`src/rtl/seq_bit_serializer.sv`:
```
// Parallel-to-serial feeder: accepts words over valid/ready and shifts them out one bit per clock,
// back-to-back with no gap, holding IDLE_BIT on the line when nothing is loaded.
module seq_bit_serializer #(
    parameter int unsigned WIDTH     = 8,
    parameter bit          LSB_FIRST = 1'b0,
    parameter bit          IDLE_BIT  = 1'b0
) (
    input  logic                     clk,
    input  logic                     reset_n,
    input  logic [WIDTH-1:0]         in_data,
    input  logic                     in_valid,
    output logic                     in_ready,
    input  logic                     ser_ready,
    output logic                     ser_bit,
    output logic                     ser_valid,
    output logic                     word_done,
    output logic [$clog2(WIDTH)-1:0] bit_idx
);

    localparam int unsigned         IdxW    = $clog2(WIDTH);
    localparam logic [IdxW-1:0]     LastIdx = IdxW'(WIDTH - 1);
    localparam logic [IdxW-1:0]     IdxOne  = IdxW'(1);

    localparam logic [0:0] StIdle  = 1'b0;
    localparam logic [0:0] StShift = 1'b1;

    logic [0:0]       state_q, state_d;
    logic [WIDTH-1:0] shift_q, shift_d;
    logic [IdxW-1:0]  idx_q, idx_d;
    logic             ser_bit_q, ser_bit_d;

    logic busy;
    logic last;
    logic accept;

    assign busy   = (state_q == StShift);
    assign last   = busy && (idx_q == LastIdx);
    // Gated by reset_n so the source sees in_ready=0 for the whole reset window.
    assign in_ready  = reset_n && (!busy || (ser_ready && last));
    assign accept    = in_valid && in_ready;
    assign word_done = last && ser_ready;

    assign ser_valid = busy;
    assign ser_bit   = ser_bit_q;
    assign bit_idx   = idx_q;

    always_comb begin
        state_d = state_q;
        shift_d = shift_q;
        idx_d   = idx_q;
        if (accept) begin
            state_d = StShift;
            shift_d = in_data;
            idx_d   = '0;
        end else if (busy && ser_ready) begin
            if (last) begin
                state_d = StIdle;
                shift_d = '0;
                idx_d   = '0;
            end else begin
                idx_d = idx_q + IdxOne;
                if (LSB_FIRST) begin
                    shift_d = shift_q >> 1;
                end else begin
                    shift_d = shift_q << 1;
                end
            end
        end

        // The line bit is registered: precompute what the next shift position will present.
        if (state_d == StShift) begin
            ser_bit_d = LSB_FIRST ? shift_d[0] : shift_d[WIDTH-1];
        end else begin
            ser_bit_d = IDLE_BIT;
        end
    end

    always_ff @(posedge clk or negedge reset_n) begin
        if (!reset_n) begin
            state_q   <= StIdle;
            shift_q   <= '0;
            idx_q     <= '0;
            ser_bit_q <= IDLE_BIT;
        end else begin
            state_q   <= state_d;
            shift_q   <= shift_d;
            idx_q     <= idx_d;
            ser_bit_q <= ser_bit_d;
        end
    end

endmodule

```
`config.mk`:
```
export PLATFORM = sky130hd
export DESIGN_NAME = seq_bit_serializer
export DESIGN_NICKNAME = d
export VERILOG_FILES = /design/src/rtl/seq_bit_serializer.sv
export SDC_FILE = /design/constraint.sdc
export NUM_CORES = 1
export LEC_CHECK = 0
export ABC_CLOCK_PERIOD_IN_PS = 1500
export CORE_AREA = 4 4 47 49
export CTS_CLUSTER_SIZE = 28
export DETAILED_ROUTE_END_ITERATION = 12
export DIE_AREA = 0 0 51 53
export GPL_ROUTABILITY_DRIVEN = 0
export HOLD_SLACK_MARGIN = 0.03
export PLACE_DENSITY = 0.71
export SYNTH_ARGS = -nofsm -noshare
export SYNTH_HDL_FRONTEND = slang
export SYNTH_SLANG_ARGS = --single-unit
```
`constraint.sdc`:
```
create_clock -name clk -period 1.5 [get_ports clk]
set_input_delay 0.375 -clock clk [delete_from_list [all_inputs] [get_ports clk]]
set_output_delay 0.375 -clock clk [all_outputs]
set_load 0.05 [all_outputs]
```
-- After elaboration in Yosys (flattened, before gate mapping)
Index checks and enable logic that the tools add are counted.
- $add $sub $neg: 1
- $mul: 0
- div/mod/pow operators: 0
- magnitude comparators: 0
- equal/unequal tests: 1
- shifts and indexed selects: 0
- muxes and demuxes: 10
- bitwise gates (word level): 0
- reductions and logical operators: 8
- operators with widths (cell ; count):
    8-bit two-way mux ; 3
    3-bit two-way mux ; 3
    1-bit logical AND ; 5
    1-bit two-way mux ; 4
    3-bit by 1-bit adder with 3-bit output (second input constant) ; 1
    3-bit equality test (second input constant) ; 1
    2-bit nonzero test ; 1
    1-bit logical NOT ; 1
    1-bit logical OR ; 1
- flip-flop bits (word level): 13
- bits in latches: 0
- bits in writable memories: 0
- ROM bits: 0
- logic and storage cells: 25
- memories: 0

-- Longest topological paths before layout
- depth in word-level cells: 8
- gate-level depth with buffers: 6

-- Worst setup path after synthesis
Ideal clock, no wire load.
- path type: register to output
- from: register idx_q[0] (netlist: bit_idx[0])
- to: output word_done
- arrival: 1623 ps
- path slack: -498 ps
- cell stages (with the launch flop): 5
- cells stage by stage: dfrtp_1 -> ha_1 -> ha_1 -> buf_2 -> and3_1
- cells in the longest elaborated chain, start to end: 3
- RTL lines (item ; RTL line ; text):
    start, declared ; 29 ; logic [IdxW-1:0] idx_q, idx_d;
    start signal, assigned ; 87 ; idx_q <= idx_d;
    3-bit equality test ; 37 ; assign last = busy && (idx_q == LastIdx);
    1-bit logical AND ; 37 ;
    1-bit logical AND ; 41 ; assign word_done = last && ser_ready;
    end, declared ; 16 ; output logic word_done,
No other way between the ends.

-- Final worst setup path
- from: register idx_q[1] (netlist: bit_idx[1])
- to: output in_ready
- cells in the longest elaborated chain, start to end: 5
- RTL lines (item ; RTL line ; text):
    3-bit equality test ; 37 ;
    1-bit logical AND ; 37 ;
    1-bit logical AND ; 39 ; assign in_ready = reset_n && (!busy || (ser_ready && last));
    1-bit logical OR ; 39 ;
    1-bit logical AND ; 39 ;
    end, declared ; 12 ; output logic in_ready,
No other way between the ends.

==> flow_summary_export.csv <==
group,metric,value,unit
worst_setup_path,cp_top_family,"flip-flops",
synth,yosysWarningCount,0,
layout,layout_common_cells,"buf_4, clkdlybuf4s50_1, dfrtp_1",
sta,period_share,1.253,
power,vdd_ir_drop_max,0.7774,mV
placement,hpwl,1.193,mm
detailed_routing,dr.pass1.iters,3,
global_routing,grt_start_max_net_pins,14,
global_routing,antenna_found_initial,0,
floorplan,start_util,0.3938,
floorplan,die_area,2703,sq um
power,powerDensity,1598,nW/um^2
detailed_routing,ant_nets,0,
worst_setup_path,slowest_stage,"dfrtp_2",
layout,final_util,0.6270,
synth,synthCells,68,
sta,finalMaxSlewViolations,0,
clocking,h-tree-depth,1,
worst_setup_path,startpoint,"bit_idx[1]$_DFFE_PN0P_",
worst_setup_path,worst-path-max-fanout,3,
floorplan,fp.coreArea,1862,sq um
layout,drive_above_1_share,0.4040,
clocking,clkTransAtPathRegs,0.08,ns
layout,antenna_cells,0,
floorplan,fp.dieH,53,um
sta,slew_headroom,0.8802,
detailed_routing,vias,597,
power,power.total,1.865,mW
detailed_routing,avgViaCountPerCell,4.738,
status,outcome,"complete, but fails checks",
sta,clock_skew,0.006102,ns
sta,tightestPinTransition,0.1797,ns
global_routing,grt_pass1_wl,2.518,mm
layout,final_nets,114,
global_routing,grt_use_total,0.1304,
worst_setup_path,slowest_delay,0.43,ns
detailed_routing,wl_per_cell,11.48,um
synth,syn_area,733.2,sq um
synth,avgSynthCellArea,10.78,sq um
worst_setup_path,worst_setup_path_end_kind,"primary output",
layout,syn_to_final_growth,59.22,%
detailed_routing,route.detailed.drc,0,
worst_setup_path,path_class,"flip-flop to primary output",
detailed_routing,wl,1.446,mm
placement,io_buffers,18,
job,maxCapViolCount,0,
clocking,clockRootBuffer,"clkbuf_4",
floorplan,fp.dieW,51,um
synth,synthesis.nets,82,
sta,fin_crit,1.879,ns
power,leakagePower,0.5402,nW
floorplan,rows,16,
worst_setup_path,crit_top_cell,"ha_4",
worst_setup_path,cp-start-kind,"flip-flop",
sta,fmax,532.2,MHz
min_path,hp-class,"primary input to asynchronous set/reset pin",
sta,setup_viol,4,
status,violations,"setup timing",
clocking,cts.sinks,13,
global_routing,grt.overflow.total,0,
floorplan,ios,19,
synth,synthArstFlopShare,1.000,
synth,synthDistinctLibCells,22,
sta,fin_ws,-0.3789,ns
clocking,cts_tree,"yes",
global_routing,grt_pass1_vias,558,
clocking,cts_buffers,3,
synth,synth_seq_cells,13,
worst_setup_path,cp.required,1.12,ns
synth,ys.flop_type,"dfrtp_1",
worst_setup_path,reg2reg_from,"bit_idx[1]$_DFFE_PN0P_",
worst_setup_path,worstPathArrival,1.50,ns
clocking,cts.path.max_buffers,2,
detailed_routing,drt_iter0_markers,14,
synth,yosysSeqAreaShare,0.4437,
sta,hold_viol_final,0,
worst_setup_path,path_buf_inv,1,
sta,rsz0062_at_grt,"true",
worst_setup_path,worstPathCellList,"ha_4 > ha_4 > a21bo_2 > and2_4 > buf_12",
synth,synth_edf_count,0,
clocking,clock_latency,0.27,ns
layout,final_common_cell,"buf_4",
[cell usage after synthesis, types with 2 or more instances]
cell type | count | area share
buf_2 | 2 | 0.014
mux2i_1 | 7 | 0.096
dfrtp_1 | 13 | 0.44
mux2_2 | 2 | 0.031
ha_1 | 2 | 0.034
inv_1 | 8 | 0.041
nand2_1 | 6 | 0.031
a21oi_1 | 8 | 0.055
buf_6 | 2 | 0.031
and4b_1 | 6 | 0.082
[where the power goes]
group | leakage, nW | switching [mW] | total (mW) | internal, mW
Combinational | 0.359 | 0.494 | 1.08 | 0.583
Sequential | 0.166 | 0.0895 | 0.575 | 0.486
Clock | 0.0150 | 0.110 | 0.213 | 0.103
Total | 0.540 | 0.694 | 1.87 | 1.17
[path summary, 6_finish.rpt]
kind                                          end  cells past startpoint  slack (ns)
max reg2reg                bit_idx[1]$_DFFE_PN0P_                      7       -0.01
max                                      in_ready                      5       -0.38
max in group asynchronous  bit_idx[0]$_DFFE_PN0P_                      2        0.82
min reg2reg                shift_q[0]$_DFFE_PN0P_                      2        0.54
min                        shift_q[5]$_DFFE_PN0P_                      2        0.50
min in group clk           shift_q[0]$_DFFE_PN0P_                      2        0.54
[flip-flops by register name, summed over array words and instances (netlist names)]
| name | cells |
|---|---|
| shift_q | 8 |
| bit_idx | 3 |
| ser_valid | 1 |
| ser_bit | 1 |
[worst reg2reg max path: cells and delay by family, from the launching register on]
kind / cells / cell delay [ns]
buffers and inverters: 2 / 0.27
AO/OA/AOI/OAI: 2 / 0.28
adder cells (fa/ha/maj): 2 / 0.33
AND/OR/NAND/NOR: 1 / 0.14
flip-flops: 1 / 0.43
[metrics by stage]
stage / instances / instance area [sq um] / setup WS [ns] / hold slack [ns] / setup TNS (ns)
floorplan: 68 / 790.8 / -0.1475 / 0.07941 / -1.045
global placement: 122 / 1134 / -0.2262 / 0.5231 / -2.057
detailed placement: 122 / 1134 / -0.2541 / 0.5291 / -2.212
CTS: 126 / 1164 / -0.3953 / 0.5165 / -0.8057
global route: 126 / 1167 / -0.4320 / 0.5065 / -1.013
finish: 126 / 1167 / -0.3789 / 0.5035 / -0.7519
[layer usage]
| metal | track usage | vias up | wire, um |
|---|---|---|---|
| li1 | - | 297 | - |
| met1 | 0.1404 | 282 | 594 |
| met2 | 0.2339 | 14 | 765 |
| met3 | 0.03380 | 4 | 65 |
| met4 | 0.06726 | 0 | 21 |
| met5 | 0 | - | 0 |
[repair_timing]
action / CTS / global route
setup endpoints to repair: 10 / 10
hold buffers: 0 / 0
setup buffers: 0 / 0
pin swaps: 2 / 0
resized for setup: 1 / 1
[final cells by class]
| type | count | area [sq um] |
|---|---|---|
| fill | 166 | 694.4 |
| multi-input combinational | 42 | 385.4 |
| timing repair buffer | 32 | 362.8 |
| sequential | 13 | 329.1 |
| tap | 27 | 33.78 |
| inverter | 8 | 30.03 |
| clock buffer | 4 | 26.28 |
[kinds of logic after synthesis]
family,count (synthesis),share of synthesized area
AOI/OAI and AO/OA,11,0.09216
DFF,13,0.4437
and+or+nand+nor,19,0.1877
muxes,10,0.1468
adders and majority gates,2,0.03412
buffers and inverters,13,0.09557
Power figures use the tool's default switching activity.
